`config.mk`:
```
export PLATFORM = sky130hd
export DESIGN_NAME = gate_preact_mac
export DESIGN_NICKNAME = d
export VERILOG_FILES = /design/src/rtl/fxp_pkg.sv /design/src/rtl/fxp_shift_sat.sv /design/src/rtl/gate_preact_mac.sv
export SDC_FILE = /design/constraint.sdc
export NUM_CORES = 1
export LEC_CHECK = 0
export CAP_MARGIN = 20
export CORE_UTILIZATION = 60
export DETAILED_ROUTE_END_ITERATION = 7
export MAX_ROUTING_LAYER = met4
export PLACE_DENSITY = 0.78
export SYNTH_ARGS = -nofsm -noshare
export SYNTH_HDL_FRONTEND = slang
export SYNTH_SLANG_ARGS = --single-unit
```
`constraint.sdc`:
```
create_clock -name clk -period 10 [get_ports clk]
set_clock_uncertainty 0.1 [all_clocks]
set_input_delay 2.5 -clock clk [delete_from_list [all_inputs] [get_ports clk]]
set_output_delay 2.5 -clock clk [all_outputs]
set_load 0.05 [all_outputs]
```
`src/rtl/fxp_pkg.sv`:
```
// Shared Q6.11 fixed-point constants and the gate pre-activation MAC state type.
package fxp_pkg;

  localparam int QN       = 6;
  localparam int QM       = 11;
  localparam int BITWIDTH = QN + QM + 1;

  localparam logic signed [BITWIDTH-1:0] FXP_MAX = {1'b0, {(BITWIDTH-1){1'b1}}};
  localparam logic signed [BITWIDTH-1:0] FXP_MIN = {1'b1, {(BITWIDTH-1){1'b0}}};
  localparam logic signed [BITWIDTH-1:0] FXP_ONE = BITWIDTH'(1) <<< QM;

  typedef enum logic [2:0] {
    ST_IDLE,
    ST_ACCUM,
    ST_DRAIN,
    ST_FINAL,
    ST_OUT
  } mac_state_t;

endpackage

```
`src/rtl/fxp_shift_sat.sv`:
```
// Arithmetic right shift (truncating toward -inf) followed by signed saturation
// to a narrower two's-complement width. Purely combinational.
module fxp_shift_sat #(
  parameter int IW = 40,
  parameter int SH = 11,
  parameter int OW = 18
) (
  input  logic [IW-1:0] value,
  output logic [OW-1:0] result
);

  localparam logic signed [IW-1:0] MAXV = {{(IW-OW+1){1'b0}}, {(OW-1){1'b1}}};
  localparam logic signed [IW-1:0] MINV = {{(IW-OW+1){1'b1}}, {(OW-1){1'b0}}};

  logic signed [IW-1:0] shifted;

  assign shifted = $signed(value) >>> SH;

  always_comb begin
    result = shifted[OW-1:0];
    if (shifted > MAXV) begin
      result = MAXV[OW-1:0];
    end else if (shifted < MINV) begin
      result = MINV[OW-1:0];
    end
  end

endmodule

```
`src/rtl/gate_preact_mac.sv`:
```
// One MAC lane computing a saturated Q6.11 gate pre-activation: sum(w*x) + bias.
//
// state    | meaning
// ST_IDLE  | waiting for start; pairs ignored
// ST_ACCUM | accepting weight/data pairs, registering products
// ST_DRAIN | last product being added into the accumulator
// ST_FINAL | two cycles: add bias, then shift/saturate into result
// ST_OUT   | result held until the consumer takes it
module gate_preact_mac
  import fxp_pkg::*;
#(
  parameter int QN      = fxp_pkg::QN,
  parameter int QM      = fxp_pkg::QM,
  parameter int NINPUTS = 8,
  parameter int ACCW    = 40
) (
  input  logic             clk,
  input  logic             reset,
  input  logic             start,
  input  logic [QN+QM:0]   bias,
  input  logic             in_valid,
  output logic             in_ready,
  input  logic [QN+QM:0]   weight,
  input  logic [QN+QM:0]   data,
  output logic             out_valid,
  input  logic             out_ready,
  output logic [QN+QM:0]   result
);

  localparam int BW = QN + QM + 1;
  localparam int CW = $clog2(NINPUTS) + 1;

  mac_state_t state, state_nx;

  logic [CW-1:0]          count;
  logic                   prod_valid;
  logic signed [2*BW-1:0] prod;
  logic [ACCW-1:0]        acc;
  logic [ACCW-1:0]        sum;
  logic [BW-1:0]          bias_q;
  logic                   fin_phase;
  logic [BW-1:0]          sat_out;
  logic [ACCW-1:0]        bias_ext;
  logic                   accept;
  logic                   last_pair;

  assign in_ready  = (state == ST_ACCUM);
  assign accept    = in_valid & in_ready;
  assign last_pair = (count == CW'(NINPUTS - 1));
  assign bias_ext  = {{(ACCW-BW){bias_q[BW-1]}}, bias_q};

  always_comb begin
    state_nx = state;
    case (state)
      ST_IDLE:  if (start) state_nx = ST_ACCUM;
      ST_ACCUM: if (accept && last_pair) state_nx = ST_DRAIN;
      ST_DRAIN: state_nx = ST_FINAL;
      ST_FINAL: if (fin_phase) state_nx = ST_OUT;
      ST_OUT:   if (out_valid && out_ready) state_nx = ST_IDLE;
      default:  state_nx = ST_IDLE;
    endcase
  end

  always_ff @(posedge clk) begin
    if (reset) begin
      state      <= ST_IDLE;
      count      <= '0;
      prod_valid <= 1'b0;
      prod       <= '0;
      acc        <= '0;
      sum        <= '0;
      bias_q     <= '0;
      fin_phase  <= 1'b0;
      out_valid  <= 1'b0;
      result     <= '0;
    end else begin
      state      <= state_nx;
      prod_valid <= accept;
      if (accept) begin
        prod  <= $signed(weight) * $signed(data);
        count <= count + CW'(1);
      end

      if (prod_valid) begin
        acc <= acc + {{(ACCW-2*BW){prod[2*BW-1]}}, prod};
      end

      if (state == ST_IDLE && start) begin
        bias_q <= bias;
        acc    <= '0;
        count  <= '0;
      end

      // Bias add and shift/saturate are split so the wide add has its own cycle.
      if (state == ST_FINAL) begin
        if (!fin_phase) begin
          sum       <= acc + (bias_ext <<< QM);
          fin_phase <= 1'b1;
        end else begin
          result    <= sat_out;
          out_valid <= 1'b1;
          fin_phase <= 1'b0;
        end
      end

      if (state == ST_OUT && out_valid && out_ready) begin
        out_valid <= 1'b0;
      end
    end
  end

  fxp_shift_sat #(
    .IW(ACCW),
    .SH(QM),
    .OW(BW)
  ) u_shift_sat (
    .value (sum),
    .result(sat_out)
  );

endmodule

```
Yosys cells after proc, flatten, opt, wreduce, memory -nomap -nowiden
Cells that the tools add are included.
{"block": "totals", "reg_bits": 162, "input_bits": 59, "out_inout_bits": 20}
{"block": "classes", "add_sub_neg": 3, "mul": 1, "magnitude_cmp": 2, "eq_ne": 9, "n_mux": 8, "bitwise_logic": 2, "reduce_logical": 11}
{"operator": "$add 40x40->40", "count": 2}
{"operator": "$mul 18x18->36", "count": 1}
{"operator": "$mux 18", "count": 2}
{"operator": "$gt 29x18->1 const B", "count": 1}
{"operator": "$lt 29x18->1 const B", "count": 1}
{"operator": "$pmux 3 s5", "count": 1}
{"operator": "$mux 3", "count": 4}
{"operator": "$eq 3x2->1 const B", "count": 2}
{"operator": "$ne 2x2->1 const B", "count": 3}
{"operator": "$logic_and 1x1->1", "count": 5}
{"operator": "$add 4x1->4 const B", "count": 1}
{"operator": "$eq 4x3->1 const B", "count": 1}
{"operator": "$reduce_and 2->1", "count": 2}
{"operator": "$reduce_and 4->1", "count": 1}
{"operator": "$reduce_or 2->1", "count": 2}
{"operator": "$eq 3x1->1 const B", "count": 1}
{"operator": "$eq 3x3->1 const B", "count": 1}
{"operator": "$logic_not 3->1", "count": 1}
{"operator": "$ne 2x1->1 const B", "count": 1}
{"operator": "$and 1x1->1", "count": 1}
{"operator": "$mux 1", "count": 1}
{"operator": "$not 1->1", "count": 1}

Depth between registers and ports, before layout
{"block": "logic_depth", "depth_word": 5, "depth_mapped": 25, "mapped_depth_nobuf": 24}

Modules after synthesis
From an unflattened synthesis, not the netlist that was laid out.
{"block": "unflattened", "cells_unflattened": 2503, "area_unflattened_um2": 21435.6}
{"mod": "gate_preact_mac", "instances": 1, "cells_per_inst": 2475, "area_per_inst_um2": 21210.3}
{"mod": "fxp_shift_sat", "instances": 1, "cells_per_inst": 28, "area_per_inst_um2": 225.2}

Least setup slack after synthesis
Ideal clock, no wire load.
{"block": "synth_timing", "path_kind": "in2reg", "startpoint": "in data[14]", "endpoint": "reg prod[30]", "setup_time_ps": 58, "arrival_ps": 8414, "path_slack_ps": 1428, "path_stages": 21, "path_cell_list": "clkbuf_1 clkbuf_1 nand2_1 fa_1 inv_1 fa_1 fa_1 fa_1 fa_1 inv_1 fa_1 inv_1 ha_1 a21o_1 a31o_2 a21o_1 a221oi_1 o21a_1 o21bai_1 a2111oi_0 a211o_1"}
{"block": "synth_via", "elab_chain_len": 1}
{"element": "from (decl)", "line_no": "gate_preact_mac.sv:24", "source": "input logic [QN+QM:0] data,"}
{"element": "$mul 18x18->36", "line_no": "gate_preact_mac.sv:80", "source": "prod <= $signed(weight) * $signed(data);"}
{"element": "to (signal assigned)", "line_no": "gate_preact_mac.sv:80"}
{"element": "to (decl)", "line_no": "gate_preact_mac.sv:37", "source": "logic signed [2*BW-1:0] prod;"}
No other way between the ends.
A chain may end at the register's enable or synchronous reset.

Worst setup path after layout
{"block": "layout_timing", "startpoint": "in data[9]", "endpoint": "reg prod[30]"}
Same word-level chain as after synthesis.

==> flow_summary_export.csv <==
group,metric,value,unit
clock_tree,htree_levels,4,
timing,rsz0062_at_grt,"no",
setup_path,cp_slowest_cell,"clkdlybuf4s50_1",
clock_tree,clkSinkCount,151,
setup_path,critPathMostFrequentCell,"fa_1",
floorplan,fp.coreArea,0.03446,mm^2
route,wl_per_cell,16.71,um
grt,grt_pass1_wl,84440,um
timing,finalSetupViolations,0,
setup_path,start_kind,"input port",
place,place_hpwl,39800,um
setup_path,required,10.27,ns
route,drt-total-wl,49530,um
clock_tree,clock_latency,0.43,ns
timing,fmax,109.5,MHz
layout,final_nets,3046,
yosys,synth_top_area_frac,0.3165,
setup_path,reg2reg_setup_slack,6.44,ns
yosys,yosys.area.top_type,"fa_1",
hold_path,whs_endpoint,"sum[14]",
clock_tree,cts_tree,"done",
clock_tree,cts_root_buf,"clkbuf_16",
route,drc,0,
timing,fin_crit_sh,0.9135,
setup_path,arrival,9.40,ns
yosys,synth.distinct_cells,77,
yosys,seq_area_frac_synth,0.1444,
setup_path,path_cells,"clkdlybuf4s50_1 -> nand2_1 -> fa_1 -> inv_1 -> fa_1 -> fa_1 -> fa_1 -> fa_1 -> inv_1 -> fa_1 -> inv_1 -> ha_1 -> a21oi_1 -> o21ai_0 -> a31o_2 -> a21o_1 -> a221oi_1 -> o21a_1 -> o21bai_1 -> a2111oi_0 -> a211o_1",
layout,utilization,0.6624,
route,vias_per_cell,5.652,
timing,slew_viol_final,0,
yosys,synth_nets,3000,
hold_path,worstHoldPathCells,2,
clock_tree,path_clk_slew,0.06,ns
layout,n_fill_cell,2915,
yosys,synth_top_cells_by_count,"inv_1 (426), nand2_1 (341), fa_1 (331)",
timing,tightestPinTransition,0.9591,ns
clock_tree,clk_path_buf_depth,2,
floorplan,die_h,188.8,um
yosys,synth.avg_cell_area,8.550,um^2
flow_run,drv_cap,0,
setup_path,crit_fanout,18,
route,dr.pass1.iters,5,
clock_tree,cts_buffers,17,
setup_path,critical_path.top_delay_family,"adder cells",
setup_path,reg2reg_depth,12,
floorplan,chipWidth,188.8,um
setup_path,crit_buf_inv,4,
place,io_buffers,78,
grt,grt_pass1_vias,17550,
timing,slew_headroom,0.3606,
layout,layout-drive-gt1-share,0.03788,
timing,hold_violations,0,
yosys,yosysMostFrequentCell,"inv_1",
clock_tree,cts_resized,0,
floorplan,core.rowCount,68,
route,via_count,16750,
hold_path,hold_path.class,"flop to flop",
route,ant_nets,0,
timing,holdWs,0.3534,ns
clock_tree,holdBufCountCts,0,
outcome,outcome,"complete, no violations",
yosys,syn_inst,2449,
yosys,ys_ff_latch,151,
yosys,synth_edf_count,0,
setup_path,worst_r2r_startpoint,"acc[11]",
layout,area_growth,9.011,%
place,gp_congestion,0.9094,
floorplan,ios,79,
timing,min_period,9.135,ns
yosys,async_reset_ff_frac,0,
hold_path,min_from,"sum[14]",
yosys,synthTopCellsByArea,"fa_1 (32%), dfxtp_1 (14%), ha_1 (9.6%)",
setup_path,end_kind,"flop",
setup_path,r2r-end,"sum[37]",
setup_path,cpPeakStageDelay,1.05,ns
yosys,ys_warn_count,0,
route,drt-initial-drc-count,823,
grt,overflow,0,
setup_path,crit_type,"input port to flop",
grt,antenna_found_initial,0,
grt,grt_usage,0.3039,
floorplan,dieArea,0.03565,mm^2
yosys,synth_area,0.02094,mm^2
clock_tree,postCtsSetupBuffers,0,
floorplan,start_util,0.6077,
yosys,ys.flop_type,"dfxtp_1",
grt,grt_start_max_net_pins,86,
timing,setup_tns,0,ns
==> cell usage in the layout, fill, tap and decap left out, drive strengths merged, types with 5 or more instances in the layout <==
master	n
a211oi	23
a21o	47
a21oi	154
a31oi	11
and2	164
and3	15
buf	42
clkbuf	20
clkdlybuf4s50	77
clkinv	5
dfxtp	151
fa	331
ha	161
inv	427
mux2i	27
nand2	341
nand2b	18
nand3	35
nand3b	12
nand4	12
nor2	91
nor2b	15
nor3	23
nor3b	5
nor4	8
nor4b	6
o211ai	16
o21a	18
o21ai	74
o21bai	6
o22ai	6
o31ai	6
or3	13
xnor2	43
xor2	33
==> worst register-to-register path: cells and delay by family, from the launching register on <==
| kind | cells | cell delay (ns) |
|---|---|---|
| adders and majority gates | 2 | 0.63 |
| AOI/OAI and AO/OA | 7 | 1.82 |
| DFF | 1 | 0.36 |
| buffers and inverters | 1 | 0.08 |
| and+or+nand+nor | 2 | 0.50 |
==> area by class of cell <==
class	instances	area, um^2	area share
clock buffers	20	446.7	0.01957
inverters	426	1599	0.07005
repair buffers	119	1084	0.04747
clock inverters	12	127.6	0.005591
diodes	1	2.502	0.0001096
multi-input cells	1780	15970	0.6998
well taps	455	569.3	0.02494
flip-flops and latches	151	3024	0.1325
==> registers in the layout (all words and copies together) (netlist names) <==
register and flops:
bias_q 18, result 18, count 4, state 3
acc 40, out_valid 1, fin_phase 1, prod_valid 1
sum 29, prod 36
==> how the worst max path moves through the flow <==
stage | start | endpoint | slack (ns) | depth (start not counted)
after floorplan | data[14] | prod[30] | 1.43 | 21
after global placement | weight[12] | prod[30] | 0.67 | 20
after detailed placement | data[9] | prod[30] | 0.49 | 21
after CTS | data[9] | prod[30] | 0.92 | 21
after global routing | weight[12] | prod[30] | 0.60 | 20
final | data[9] | prod[30] | 0.87 | 21
==> metrics by stage <==
stage	std cells	setup slack (ns)	area (um^2)
after CTS	2962	0.9248	22820
after global placement	2930	0.6719	22240
final	2964	0.8653	22830
after global routing	2963	0.6020	22820
after floorplan	2449	1.428	20940
after detailed placement	2930	0.4885	22240
==> cell families after synthesis <==
logic type               count (synthesis)  synth area share
multiplexers                            27           0.01291
AND/OR/NAND/NOR                        773            0.1805
AO/OA/AOI/OAI                          412            0.1246
adder cells (fa/ha/maj)                492            0.4127
buffers and inverters                  518           0.09316
flip-flops                             151            0.1444
XOR/XNOR                                76           0.03179
==> metal layers <==
layer | global-route usage | up-vias | share of wire
met4 | 0.08251 | 0 | 0.024
met2 | 0.5252 | 325 | 0.51
li1 | - | 7932 | -
met3 | 0.03204 | 84 | 0.030
met5 | - | - | 0
met1 | 0.3784 | 8413 | 0.44
Power is not shown: default switching activity piles up to over one toggle a cycle in this logic, so the estimate is an artifact.
